$ cat src/rtl/ccg_pkg.sv
// Shared definitions for the response compactor: FSM state encoding and
// default widths/constants for the MISR and the group-consistency check.
package ccg_pkg;

  localparam int unsigned OUT_W_DEF = 30;
  localparam int unsigned SIG_W_DEF = 32;

  localparam logic [SIG_W_DEF-1:0] POLY_DEF     = 32'h04C11DB7;
  localparam logic [SIG_W_DEF-1:0] SEED_DEF     = 32'hFFFFFFFF;
  // bit=1 marks group-B bits (must track resp[7]), bit=0 marks group-A bits (must track resp[0])
  localparam logic [OUT_W_DEF-1:0] GRP_MASK_DEF = 30'h1F4F9780;

  typedef enum logic [1:0] {
    S_IDLE = 2'd0,
    S_RUN  = 2'd1,
    S_DONE = 2'd2
  } ccg_state_t;

endpackage

$ cat src/rtl/ccg_misr_step.sv
// One MISR step: shift the signature left, fold in the feedback polynomial
// when the outgoing MSB is set, and XOR in the zero-extended response.
module ccg_misr_step
  import ccg_pkg::*;
#(
  parameter int unsigned           OUT_W = OUT_W_DEF,
  parameter int unsigned           SIG_W = SIG_W_DEF,
  parameter logic [SIG_W-1:0]      POLY  = POLY_DEF
) (
  input  logic [SIG_W-1:0] sig_cur,
  input  logic [OUT_W-1:0] resp,
  output logic [SIG_W-1:0] sig_next
);

  // Next-signature function
  always_comb begin
    sig_next = {sig_cur[SIG_W-2:0], 1'b0}
             ^ (sig_cur[SIG_W-1] ? POLY : '0)
             ^ {{(SIG_W-OUT_W){1'b0}}, resp};
  end

endmodule

$ cat src/rtl/ccg_resp_compactor.sv
// Response compactor: accepts num_vec response vectors, compacts them into a
// MISR signature, tracks a sticky group-consistency error and hands the
// final signature over with a valid/ready handshake.
module ccg_resp_compactor
  import ccg_pkg::*;
#(
  parameter int unsigned      OUT_W    = OUT_W_DEF,
  parameter int unsigned      SIG_W    = SIG_W_DEF,
  parameter logic [SIG_W-1:0] POLY     = POLY_DEF,
  parameter logic [SIG_W-1:0] SEED     = SEED_DEF,
  parameter logic [OUT_W-1:0] GRP_MASK = GRP_MASK_DEF
) (
  input  logic             clk,
  input  logic             rst,
  input  logic             start,
  input  logic [15:0]      num_vec,
  input  logic             in_valid,
  output logic             in_ready,
  input  logic [OUT_W-1:0] resp,
  output logic             sig_valid,
  input  logic             sig_ready,
  output logic [SIG_W-1:0] sig,
  output logic [15:0]      vec_cnt,
  output logic             grp_err,
  output logic             busy
);

  ccg_state_t state, state_next;

  logic [15:0]      num_lat;
  logic [SIG_W-1:0] sig_step;
  logic             load;
  logic             accept;
  logic             last;
  logic             grp_bad;
  logic [OUT_W-1:0] a_dev;
  logic [OUT_W-1:0] b_dev;

  ccg_misr_step #(
    .OUT_W (OUT_W),
    .SIG_W (SIG_W),
    .POLY  (POLY)
  ) u_misr_step (
    .sig_cur  (sig),
    .resp     (resp),
    .sig_next (sig_step)
  );

  // Group check: group-A bits must equal resp[0], group-B bits must equal resp[7]
  always_comb begin
    a_dev   = ~GRP_MASK & (resp ^ {OUT_W{resp[0]}});
    b_dev   =  GRP_MASK & (resp ^ {OUT_W{resp[7]}});
    grp_bad = (|a_dev) | (|b_dev);
  end

  // State register
  always_ff @(posedge clk or posedge rst) begin
    if (rst) state <= S_IDLE;
    else     state <= state_next;
  end

  // Next-state logic and handshake outputs
  always_comb begin
    state_next = state;
    in_ready   = 1'b0;
    sig_valid  = 1'b0;
    busy       = 1'b0;
    load       = 1'b0;
    accept     = 1'b0;
    last       = (vec_cnt == (num_lat - 16'd1));
    unique case (state)
      S_IDLE: begin
        if (start) begin
          load       = 1'b1;
          state_next = (num_vec == 16'd0) ? S_DONE : S_RUN;
        end
      end
      S_RUN: begin
        in_ready = 1'b1;
        busy     = 1'b1;
        accept   = in_valid;
        if (in_valid && last) state_next = S_DONE;
      end
      S_DONE: begin
        sig_valid = 1'b1;
        busy      = 1'b1;
        // start in the same cycle as sig_ready is deliberately dropped
        if (sig_ready) state_next = S_IDLE;
      end
      default: state_next = S_IDLE;
    endcase
  end

  // Run datapath: signature, vector count, sticky error, latched length
  always_ff @(posedge clk or posedge rst) begin
    if (rst) begin
      sig     <= SEED;
      vec_cnt <= '0;
      grp_err <= 1'b0;
      num_lat <= '0;
    end else if (load) begin
      sig     <= SEED;
      vec_cnt <= '0;
      grp_err <= 1'b0;
      num_lat <= num_vec;
    end else if (accept) begin
      sig     <= sig_step;
      vec_cnt <= vec_cnt + 16'd1;
      grp_err <= grp_err | grp_bad;
    end
  end

endmodule

$ cat config.mk
export PLATFORM = sky130hd
export DESIGN_NAME = ccg_resp_compactor
export DESIGN_NICKNAME = d
export VERILOG_FILES = /design/src/rtl/ccg_pkg.sv /design/src/rtl/ccg_misr_step.sv /design/src/rtl/ccg_resp_compactor.sv
export SDC_FILE = /design/constraint.sdc
export NUM_CORES = 1
export LEC_CHECK = 0
export ABC_AREA = 1
export CORE_AREA = 2 2 100 102
export DETAILED_ROUTE_END_ITERATION = 8
export DIE_AREA = 0 0 102 104
export PLACE_DENSITY = 0.86
export SKIP_CTS_REPAIR_TIMING = 1
export SYNTH_ARGS = -nofsm -noshare
export SYNTH_HDL_FRONTEND = slang
export SYNTH_HIERARCHICAL = 1
export SYNTH_SLANG_ARGS = --single-unit
$ cat constraint.sdc
create_clock -name clk -period 5.8 [get_ports clk]
set_clock_uncertainty 0.05 [all_clocks]
set_input_delay 1.16 -clock clk [delete_from_list [all_inputs] [get_ports clk]]
set_output_delay 1.16 -clock clk [all_outputs]
set_load 0.05 [all_outputs]
==> results of run 1 <==
## power by group
group	internal, mW	total, mW	leakage (nW)	switching, mW
combinational	0.528	1.46	1.81	0.931
clock	0.188	0.391	0.0994	0.203
sequential	0.688	0.906	0.795	0.218
## final cells by class
| cell class | count | area [um2] | share of cell area |
|---|---|---|---|
| multi-input cells | 407 | 2253 | 0.3959 |
| flip-flops and latches | 67 | 1717 | 0.3016 |
| repair buffers | 104 | 1036 | 0.1820 |
| inverters | 85 | 319.1 | 0.05606 |
| well taps | 133 | 166.4 | 0.02924 |
| clock buffers | 10 | 148.9 | 0.02616 |
| clock inverters | 6 | 51.30 | 0.009013 |
## synthesized netlist by cell type
cell type,n,share of area
nor3_1,7,0.0080
o2bb2ai_1,1,0.0020
o21ai_0,25,0.029
nand3_1,43,0.049
nand4_1,12,0.017
nor3_2,4,0.0092
nor2_1,35,0.030
nand2_2,5,0.0072
nor2_8,1,0.0046
o31ai_1,2,0.0034
a21oi_1,9,0.010
nor2_2,5,0.0072
nand2_4,12,0.031
ha_1,5,0.014
nand3b_1,2,0.0034
xor2_1,27,0.054
inv_1,80,0.069
xnor2_1,3,0.0060
o22a_1,32,0.064
buf_4,3,0.0051
a31oi_1,2,0.0029
nor2_4,3,0.0077
dfrtp_1,35,0.20
buf_12,1,0.0046
dfstp_2,32,0.19
nand2_1,160,0.14
inv_2,5,0.0043
o21ai_1,1,0.0011
clkbuf_1,11,0.0094
o21a_1,2,0.0034
nor4_1,7,0.010
nor3b_1,1,0.0017
and2_1,1,0.0014
## how the worst max path moves through the flow
stage          startpoint       to  slack, ps  depth (start not counted)
2_1_floorplan         rst  grp_err       2960                          1
3_3_place_gp        start   sig[4]       2470                          5
3_5_place_dp        start  sig[18]       2450                          5
4_1_cts           sig[31]  sig[31]       2580                          1
5_1_grt           sig[31]  sig[31]       2540                          1
6_report          sig[31]  sig[31]       2590                          1
## sequential cells by signal (all words and copies together), names as in the netlist
signal,count
state,2
vec_cnt,16
sig,32
num_lat,16
grp_err,1
## stage by stage
step	hold slack, ps	setup slack, ps
after floorplan	421.9	2960
after global placement	421.6	2466
after global routing	492.8	2543
after detailed placement	421.0	2447
after CTS	445.7	2578
final	443.7	2589
## per-layer routing
metal  vias up  routed length [um]  share of wire
met5         -                   0              0
met4         0                 269          0.024
met3        25                 735          0.065
met2       155                5490           0.49
met1      1998                4807           0.43
li1       2052                   -              -
## cell families (layout without fill, tap and decap cells)
family,after synthesis,in the layout,synth area share
AOI/OAI and AO/OA,74,74,0.1159
xor gates and xnor gates,30,30,0.06009
adders and majority gates,5,5,0.01431
buffers and inverters,100,205,0.09213
DFF,67,67,0.3926
and+or+nand+nor,298,298,0.3250
==> impl_metrics.prom, run 1 <==
# TYPE chip_impl_metric gauge
chip_impl_info{name="grt.busiest_layer",value="met2"} 1
chip_impl_metric{name="drcViolationCount",unit=""} 0
chip_impl_metric{name="std_cell_rows",unit=""} 36
chip_impl_metric{name="grt_max_degree",unit=""} 68
chip_impl_metric{name="vias",unit=""} 4230
chip_impl_metric{name="power",unit="mW"} 2.755
chip_impl_metric{name="met3_capacity_usage_during_global_routing",unit=""} 0.05175
chip_impl_metric{name="core-area",unit="mm2"} 0.009549
chip_impl_metric{name="design.portCount",unit=""} 103
chip_impl_metric{name="ir_worst_vdd",unit="V"} 0.0003183
chip_impl_metric{name="cp_data_arrival_time",unit="ps"} 2000
chip_impl_metric{name="start_util",unit=""} 0.4579
chip_impl_metric{name="clockBufferDepth",unit=""} 2
chip_impl_metric{name="path_clk_slew",unit="ps"} 80
chip_impl_metric{name="postRouteWirelength",unit="um"} 11300
chip_impl_metric{name="post-place-cells",unit=""} 796
chip_impl_metric{name="synth.ff_latch_count",unit=""} 67
chip_impl_metric{name="antennaDiodeCount",unit=""} 0
chip_impl_metric{name="final.period_utilization",unit=""} 0.5536
chip_impl_info{name="status",value="finished clean"} 1
chip_impl_info{name="hold_path_class",value="flip-flop to flip-flop"} 1
chip_impl_metric{name="max-slew-margin-rel",unit=""} 0.2328
chip_impl_metric{name="setup_viol",unit=""} 0
chip_impl_info{name="layout_common_cells",value="160 x nand2_1, 102 x clkdlybuf4s50_1, 79 x inv_1"} 1
chip_impl_metric{name="synth-seq-area-share",unit=""} 0.3926
chip_impl_metric{name="yosysWarnings",unit=""} 6
chip_impl_metric{name="tritoncts.num_buffers",unit=""} 9
chip_impl_metric{name="die_h",unit="um"} 104
chip_impl_metric{name="final_global_route_overflow_total",unit=""} 0
chip_impl_info{name="most_common_cell_after_layout_fill_and_taps_aside",value="nand2_1"} 1
chip_impl_info{name="critical_path.reg2reg.endpoint",value="sig[18]"} 1
chip_impl_metric{name="timing_hold_violations_final",unit=""} 0
chip_impl_metric{name="design_area",unit="mm2"} 0.005692
chip_impl_metric{name="htree_levels",unit=""} 3
chip_impl_metric{name="placement.io_buffers",unit=""} 102
chip_impl_info{name="cts_root_buffer",value="clkbuf_8"} 1
chip_impl_metric{name="tightest_slew",unit="ps"} 1148
chip_impl_metric{name="final_layout_size_suffix_gt1_frac",unit=""} 0.1267
chip_impl_info{name="worst_hold_path.endpoint",value="grp_err"} 1
chip_impl_metric{name="synthesis.area",unit="mm2"} 0.004373
chip_impl_metric{name="use_met2",unit=""} 0.3633
chip_impl_metric{name="met1_usage",unit=""} 0.2876
chip_impl_metric{name="grt_first_pass_wirelength",unit="um"} 19040
chip_impl_metric{name="worstRegToRegCells",unit=""} 6
chip_impl_info{name="timing.rr.start",value="state[0]"} 1
chip_impl_metric{name="synth_cell_type_count",unit=""} 33
chip_impl_metric{name="critPathMaxStageDelay",unit="ps"} 890
chip_impl_info{name="start_kind",value="flip-flop"} 1
chip_impl_info{name="timing.critical_path.cells",value="clkdlybuf4s50_1"} 1
chip_impl_metric{name="critical_path_required",unit="ps"} 4590
chip_impl_metric{name="place_area",unit="mm2"} 0.005492
chip_impl_metric{name="number_of_global_route_vias_before_repair",unit=""} 4226
chip_impl_metric{name="area_delta_synth_final",unit="%"} 30.16
chip_impl_info{name="critPathTopFamily",value="buffers and inverters"} 1
chip_impl_metric{name="timing.critical_path.buf_inv",unit=""} 1
chip_impl_metric{name="final-max-slew-violation-count",unit=""} 0
chip_impl_metric{name="top_achievable_clock_speed",unit="MHz"} 311.4
chip_impl_metric{name="setup_total_negative_slack",unit="ps"} 0
chip_impl_metric{name="dp_hpwl",unit="um"} 8515
chip_impl_metric{name="routed_via_density",unit=""} 5.209
chip_impl_metric{name="layout_min_cycle_time",unit="ps"} 3211
chip_impl_info{name="clock_tree_from_tritoncts",value="done"} 1
chip_impl_metric{name="dieArea",unit="mm2"} 0.01061
chip_impl_metric{name="final_cell_count_no_fill",unit=""} 812
chip_impl_info{name="end_kind",value="primary output"} 1
chip_impl_metric{name="post_synth.cell_area_avg",unit="um2"} 7.618
chip_impl_metric{name="synthesis.instances",unit=""} 574
chip_impl_metric{name="antenna_violations_before_repair",unit=""} 0
chip_impl_metric{name="globalplace.congestion",unit=""} 0.8867
chip_impl_metric{name="dieWidth",unit="um"} 102
chip_impl_metric{name="drt_iter0_markers",unit=""} 224
chip_impl_metric{name="clock_sinks",unit=""} 67
chip_impl_metric{name="clock_latency",unit="ps"} 340
chip_impl_metric{name="antenna_left",unit=""} 0
chip_impl_info{name="cp_slowest_cell",value="clkdlybuf4s50_1"} 1
chip_impl_metric{name="finalNetCount",unit=""} 730
chip_impl_metric{name="worst_hold_path.num_cells",unit=""} 2
chip_impl_metric{name="drtPass1Iterations",unit=""} 5
chip_impl_metric{name="gr-usage-all-layers",unit=""} 0.2228
chip_impl_metric{name="cellPowerDensity",unit="mW/mm2"} 484.1
chip_impl_metric{name="fillCellCount",unit=""} 838
chip_impl_metric{name="drv_cap",unit=""} 0
chip_impl_info{name="grt_setup_unrepaired",value="false"} 1
chip_impl_metric{name="leakagePower",unit="nW"} 2.706
chip_impl_metric{name="postSynthNetCount",unit=""} 630
chip_impl_metric{name="drt-wirelength-per-cell",unit="um"} 13.92
chip_impl_metric{name="post-route-util",unit=""} 0.5960
chip_impl_info{name="critical_path_class",value="flip-flop to primary output"} 1
chip_impl_metric{name="worst-r2r-setup-slack",unit="ps"} 3310
chip_impl_metric{name="critPathMaxFanout",unit=""} 17
chip_impl_info{name="timing.hold.worst.start",value="grp_err"} 1
Note: power is estimated with default switching activity, not from simulation.
==> run 2, diff against run 1 <==
==> constraint.sdc (replaced) <==
create_clock -name clk -period 3.1 [get_ports clk]
set_clock_uncertainty 0.05 [all_clocks]
set_input_delay 0.62 -clock clk [delete_from_list [all_inputs] [get_ports clk]]
set_output_delay 0.62 -clock clk [all_outputs]
set_load 0.05 [all_outputs]
==> impl_metrics.prom, run 2 (synthesized netlist as in run 1, its figures left out) <==
# TYPE chip_impl_metric gauge
chip_impl_metric{name="dieWidth",unit="um"} 102
chip_impl_metric{name="grt_max_degree",unit=""} 47
chip_impl_info{name="clock_tree_from_tritoncts",value="done"} 1
chip_impl_metric{name="final-max-slew-violation-count",unit=""} 0
chip_impl_metric{name="path_clk_slew",unit="ps"} 80
chip_impl_metric{name="die_h",unit="um"} 104
chip_impl_info{name="start_kind",value="flip-flop"} 1
chip_impl_metric{name="antenna_violations_before_repair",unit=""} 0
chip_impl_metric{name="critPathMaxStageDelay",unit="ps"} 850
chip_impl_metric{name="critPathMaxFanout",unit=""} 3
chip_impl_metric{name="clock_sinks",unit=""} 67
chip_impl_metric{name="number_of_global_route_vias_before_repair",unit=""} 4084
chip_impl_metric{name="drv_cap",unit=""} 0
chip_impl_metric{name="final_layout_size_suffix_gt1_frac",unit=""} 0.1318
chip_impl_metric{name="layout_min_cycle_time",unit="ps"} 2602
chip_impl_metric{name="pre_cts_slack",unit="ps"} 552.6
chip_impl_metric{name="drt_iter0_markers",unit=""} 237
chip_impl_metric{name="clockBufferDepth",unit=""} 2
chip_impl_metric{name="timing_hold_violations_final",unit=""} 0
chip_impl_metric{name="gr-usage-all-layers",unit=""} 0.2230
chip_impl_metric{name="antenna_left",unit=""} 0
chip_impl_metric{name="globalplace.congestion",unit=""} 0.8773
chip_impl_metric{name="cellPowerDensity",unit="mW/mm2"} 911.7
chip_impl_metric{name="tightest_slew",unit="ps"} 1009
chip_impl_info{name="status",value="finished clean"} 1
chip_impl_metric{name="final_global_route_overflow_total",unit=""} 0
chip_impl_metric{name="top_achievable_clock_speed",unit="MHz"} 384.3
chip_impl_metric{name="largest_reg_flops",unit=""} 32
chip_impl_metric{name="core-area",unit="mm2"} 0.009549
chip_impl_info{name="timing.critical_path.cells",value="inv_1 -> ha_1 -> clkdlybuf4s50_1"} 1
chip_impl_metric{name="area_delta_synth_final",unit="%"} 30.93
chip_impl_info{name="cp_slowest_cell",value="clkdlybuf4s50_1"} 1
chip_impl_metric{name="leakagePower",unit="nW"} 2.731
chip_impl_metric{name="dieArea",unit="mm2"} 0.01061
chip_impl_info{name="layout_common_cells",value="160 x nand2_1, 102 x clkdlybuf4s50_1, 79 x inv_1"} 1
chip_impl_info{name="grt_setup_unrepaired",value="false"} 1
chip_impl_metric{name="placement.io_buffers",unit=""} 102
chip_impl_metric{name="finalNetCount",unit=""} 734
chip_impl_info{name="max_flop_register",value="sig"} 1
chip_impl_metric{name="drcViolationCount",unit=""} 0
chip_impl_info{name="hold_path_class",value="flip-flop to flip-flop"} 1
chip_impl_metric{name="final_cell_count_no_fill",unit=""} 816
chip_impl_metric{name="std_cell_rows",unit=""} 36
chip_impl_metric{name="grt_first_pass_wirelength",unit="um"} 18810
chip_impl_info{name="critical_path_class",value="flip-flop to primary output"} 1
chip_impl_metric{name="dp_hpwl",unit="um"} 8662
chip_impl_metric{name="ir_worst_vdd",unit="V"} 0.0006266
chip_impl_metric{name="vias",unit=""} 4171
chip_impl_metric{name="postLayoutSetupSlackWorst",unit="ps"} 497.7
chip_impl_metric{name="design.portCount",unit=""} 103
chip_impl_metric{name="htree_levels",unit=""} 3
chip_impl_info{name="cts_root_buffer",value="clkbuf_8"} 1
chip_impl_metric{name="drtPass1Iterations",unit=""} 5
chip_impl_metric{name="drt-wirelength-per-cell",unit="um"} 13.93
chip_impl_metric{name="max-slew-margin-rel",unit=""} 0.3265
chip_impl_metric{name="setup_total_negative_slack",unit="ps"} 0
chip_impl_metric{name="setup_viol",unit=""} 0
chip_impl_metric{name="cp_data_arrival_time",unit="ps"} 1930
chip_impl_info{name="end_kind",value="primary output"} 1
chip_impl_metric{name="routed_via_density",unit=""} 5.112
chip_impl_info{name="largest_registers_ranked_by_flip_flop_count",value="sig: 32 flops, num_lat: 16 flops, vec_cnt: 16 flops"} 1
chip_impl_metric{name="post-place-cells",unit=""} 800
chip_impl_metric{name="start_util",unit=""} 0.4579
chip_impl_metric{name="postRouteWirelength",unit="um"} 11370
chip_impl_metric{name="tritoncts.num_buffers",unit=""} 9
chip_impl_metric{name="antennaDiodeCount",unit=""} 0
chip_impl_metric{name="final.period_utilization",unit=""} 0.8395
chip_impl_info{name="most_common_cell_after_layout_fill_and_taps_aside",value="nand2_1"} 1
chip_impl_metric{name="clock_latency",unit="ps"} 350
chip_impl_metric{name="critical_path_required",unit="ps"} 2430
-- run 2: power breakdown --
| part | internal (mW) | switching [mW] | total [mW] |
|---|---|---|---|
| combinational | 1.01 | 1.78 | 2.79 |
| sequential | 1.29 | 0.388 | 1.68 |
| clock | 0.383 | 0.371 | 0.753 |
-- run 2: path summary, 6_finish.rpt --
kind / to / startpoint / depth (start not counted) / slack [ps]
max in group asynchronous: num_lat[12] / rst / 3 / 1610
min: grp_err / grp_err / 2 / 440
max reg2reg: sig[15] / state[0] / 7 / 920
min in group asynchronous: grp_err / rst / 2 / 670
max: in_ready / state[1] / 3 / 500
min reg2reg: grp_err / grp_err / 2 / 440
-- run 2: metrics by stage --
step / power (mW) / hold slack (ps) / cell area (um2) / utilization
finish: 5.220 / 436.1 / 5725 / 0.5996
CTS: 5.240 / 441.8 / 5725 / 0.5996
global placement: 4.367 / 418.3 / 5522 / 0.5782
floorplan: 3.660 / 421.9 / 4373 / -
global route: 5.577 / 458.1 / 5725 / 0.5996
detailed placement: 4.449 / 419.3 / 5522 / 0.5782
-- run 2: worst max-delay path: cells and delay by family (launching register included) --
kind	cells	cell delay, ps
adder cells (fa/ha/maj)	1	250
buffers and inverters	2	930
flip-flops	1	400
-- run 2: cell type report --
type / count / area (um2)
clock buffer: 9 / 123.9
clock inverter: 7 / 80.08
fill: 858 / 3824
inverter: 85 / 319.1
multi-input combinational: 407 / 2253
sequential: 67 / 1717
tap: 133 / 166.4
timing repair buffer: 108 / 1066
-- run 2: layer usage --
layer | GRT usage | wire length, um | share of wire
met5 | 0 | 0 | 0
met4 | 0.08190 | 353 | 0.031
met3 | 0.05444 | 719 | 0.063
met2 | 0.3684 | 5490 | 0.48
met1 | 0.2801 | 4807 | 0.42
==> run 3, diff against run 2 <==
--- a/config.mk
+++ b/config.mk
@@ -6,10 +6,10 @@
 export NUM_CORES = 1
 export LEC_CHECK = 0
 export ABC_AREA = 1
-export CORE_AREA = 2 2 100 102
+export CORE_AREA = 2 2 101 103
 export DETAILED_ROUTE_END_ITERATION = 8
-export DIE_AREA = 0 0 102 104
-export PLACE_DENSITY = 0.86
+export DIE_AREA = 0 0 103 105
+export PLACE_DENSITY = 0.87
 export SKIP_CTS_REPAIR_TIMING = 1
 export SYNTH_ARGS = -nofsm -noshare
 export SYNTH_HDL_FRONTEND = slang
==> constraint.sdc (replaced) <==
create_clock -name clk -period 2.15 [get_ports clk]
set_clock_uncertainty 0.05 [all_clocks]
set_input_delay 0.43 -clock clk [delete_from_list [all_inputs] [get_ports clk]]
set_output_delay 0.43 -clock clk [all_outputs]
set_load 0.05 [all_outputs]
==> impl_metrics.prom, run 3 (synthesized netlist as in run 1, its figures left out) <==
# TYPE chip_impl_metric gauge
chip_impl_metric{name="postRouteWirelength",unit="um"} 11900
chip_impl_metric{name="worst-r2r-setup-slack",unit="ps"} 220
chip_impl_metric{name="drcViolationCount",unit=""} 0
chip_impl_info{name="largest_registers_ranked_by_flip_flop_count",value="sig: 32 flops, num_lat: 16 flops, vec_cnt: 16 flops"} 1
chip_impl_metric{name="core-area",unit="mm2"} 0.009639
chip_impl_metric{name="drt-wirelength-per-cell",unit="um"} 14.42
chip_impl_metric{name="layout_min_cycle_time",unit="ps"} 2072
chip_impl_info{name="worst_hold_path.endpoint",value="grp_err"} 1
chip_impl_metric{name="grt_first_pass_wirelength",unit="um"} 19510
chip_impl_metric{name="worstRegToRegCells",unit=""} 11
chip_impl_metric{name="worst_hold_path.num_cells",unit=""} 2
chip_impl_info{name="cts_root_buffer",value="clkbuf_8"} 1
chip_impl_metric{name="tightest_slew",unit="ps"} 548.2
chip_impl_info{name="cp_slowest_cell",value="clkdlybuf4s50_1"} 1
chip_impl_info{name="clock_tree_from_tritoncts",value="done"} 1
chip_impl_metric{name="htree_levels",unit=""} 3
chip_impl_info{name="layout_common_cells",value="160 x nand2_1, 79 x inv_1, 55 x clkdlybuf4s50_1"} 1
chip_impl_metric{name="drt_iter0_markers",unit=""} 251
chip_impl_metric{name="top_achievable_clock_speed",unit="MHz"} 482.6
chip_impl_info{name="critical_path_class",value="flip-flop to primary output"} 1
chip_impl_metric{name="leakagePower",unit="nW"} 2.986
chip_impl_metric{name="die_h",unit="um"} 105
chip_impl_metric{name="final_layout_size_suffix_gt1_frac",unit=""} 0.1994
chip_impl_metric{name="vias",unit=""} 4308
chip_impl_metric{name="routed_via_density",unit=""} 5.222
chip_impl_metric{name="critPathMaxStageDelay",unit="ps"} 830
chip_impl_metric{name="std_cell_rows",unit=""} 36
chip_impl_metric{name="drtPass1Iterations",unit=""} 5
chip_impl_info{name="timing.critical_path.cells",value="clkdlybuf4s50_1"} 1
chip_impl_metric{name="gr-usage-all-layers",unit=""} 0.2287
chip_impl_info{name="critical_path.reg2reg.endpoint",value="vec_cnt[12]"} 1
chip_impl_metric{name="power",unit="mW"} 7.516
chip_impl_metric{name="dieArea",unit="mm2"} 0.01082
chip_impl_metric{name="setup_total_negative_slack",unit="ps"} 0
chip_impl_metric{name="antenna_violations_before_repair",unit=""} 0
chip_impl_info{name="timing.rr.start",value="state[1]"} 1
chip_impl_metric{name="max-slew-margin-rel",unit=""} 0.6334
chip_impl_metric{name="antenna_left",unit=""} 0
chip_impl_metric{name="critPathMaxFanout",unit=""} 4
chip_impl_metric{name="path_clk_slew",unit="ps"} 80
chip_impl_metric{name="post-route-util",unit=""} 0.5981
chip_impl_metric{name="ir_worst_vdd",unit="V"} 0.001405
chip_impl_info{name="critPathTopFamily",value="buffers and inverters"} 1
chip_impl_info{name="end_kind",value="primary output"} 1
chip_impl_metric{name="placement.io_buffers",unit=""} 102
chip_impl_metric{name="dp_hpwl",unit="um"} 9183
chip_impl_metric{name="final_cell_count_no_fill",unit=""} 825
chip_impl_metric{name="clockBufferDepth",unit=""} 2
chip_impl_metric{name="timing_hold_violations_final",unit=""} 0
chip_impl_metric{name="setup_viol",unit=""} 0
chip_impl_info{name="hold_path_class",value="flip-flop to flip-flop"} 1
chip_impl_info{name="max_flop_register",value="sig"} 1
chip_impl_info{name="most_common_cell_after_layout_fill_and_taps_aside",value="nand2_1"} 1
chip_impl_metric{name="clock_latency",unit="ps"} 350
chip_impl_metric{name="grt_max_degree",unit=""} 36
chip_impl_metric{name="final.period_utilization",unit=""} 0.9638
chip_impl_metric{name="cellPowerDensity",unit="mW/mm2"} 1304
chip_impl_metric{name="post-place-cells",unit=""} 809
chip_impl_info{name="timing.hold.worst.start",value="grp_err"} 1
chip_impl_metric{name="largest_reg_flops",unit=""} 32
chip_impl_metric{name="final_global_route_overflow_total",unit=""} 0
chip_impl_metric{name="drv_cap",unit=""} 0
chip_impl_metric{name="pre_cts_slack",unit="ps"} -5.182
chip_impl_metric{name="cp_data_arrival_time",unit="ps"} 1590
chip_impl_metric{name="timing.critical_path.buf_inv",unit=""} 1
chip_impl_info{name="start_kind",value="flip-flop"} 1
chip_impl_metric{name="finalNetCount",unit=""} 743
chip_impl_metric{name="area_delta_synth_final",unit="%"} 31.85
chip_impl_info{name="grt_setup_unrepaired",value="false"} 1
chip_impl_metric{name="fillCellCount",unit=""} 840
chip_impl_metric{name="critical_path_required",unit="ps"} 1670
chip_impl_metric{name="number_of_global_route_vias_before_repair",unit=""} 4203
chip_impl_metric{name="postLayoutSetupSlackWorst",unit="ps"} 77.86
chip_impl_metric{name="tritoncts.num_buffers",unit=""} 9
chip_impl_metric{name="globalplace.congestion",unit=""} 0.8819
chip_impl_info{name="status",value="finished clean"} 1
chip_impl_metric{name="antennaDiodeCount",unit=""} 0
chip_impl_metric{name="design.portCount",unit=""} 103
chip_impl_metric{name="dieWidth",unit="um"} 103
chip_impl_metric{name="final-max-slew-violation-count",unit=""} 0
chip_impl_metric{name="clock_sinks",unit=""} 67
chip_impl_metric{name="start_util",unit=""} 0.4537
-- run 3: cell count changes in the layout (fill, tap and decap cells not counted) --
cell | previous run | this run
clkdlybuf4s50_1 | 102 | 55
buf_12 | 0 | 3
nor2_2 | 5 | 6
inv_6 | 3 | 0
nor2_1 | 35 | 34
dlymetal6s2s_1 | 0 | 10
clkbuf_8 | 9 | 10
ha_2 | 0 | 1
clkinv_2 | 0 | 2
buf_4 | 6 | 49
ha_1 | 5 | 4
-- run 3: area by class of cell --
type | instances | area [um2] | area share
clock buffer | 10 | 137.6 | 0.02387
clock inverter | 6 | 63.81 | 0.01107
inverter | 85 | 319.1 | 0.05534
multi-input combinational | 407 | 2258 | 0.3917
sequential | 67 | 1717 | 0.2977
tap | 133 | 166.4 | 0.02886
timing repair buffer | 117 | 1104 | 0.1914
-- run 3: through the flow --
step                      hold slack [ps]  instance area (um2)
after CTS                           460.2                 5738
after global routing                485.0                 5766
after global placement              417.9                 5537
after floorplan                     421.9                 4375
after detailed placement            437.3                 5537
final                               448.4                 5766
-- run 3: worst register-to-register path, delay by kind of cell (launching register included) --
family | cells | cell delay (ps)
adders and majority gates | 1 | 210
buffers and inverters | 1 | 90
DFF | 1 | 410
and+or+nand+nor | 9 | 1070
-- run 3: worst max path at each step --
stage                      from           to  cells after the start
floorplan                   rst      grp_err                      1
global placement       in_valid  vec_cnt[12]                     10
detailed placement     in_valid  vec_cnt[12]                     10
CTS                 vec_cnt[10]  vec_cnt[10]                      1
global route         vec_cnt[5]   vec_cnt[5]                      1
finish               vec_cnt[5]   vec_cnt[5]                      1
-- run 3: where the power goes --
group / total (mW) / switching (mW) / internal, mW
Combinational: 4.00 / 2.60 / 1.40
Sequential: 2.43 / 0.577 / 1.86
Clock: 1.08 / 0.513 / 0.568
Total: 7.52 / 3.69 / 3.83
-- run 3: routing by layer --
metal  GRT usage  wire length [um]  vias up
li1            -                 -     2085
met1      0.2797              4828     2035
met2      0.3942              6076      166
met3     0.05686               803       22
met4     0.06391               190        0
met5           0                 0        -
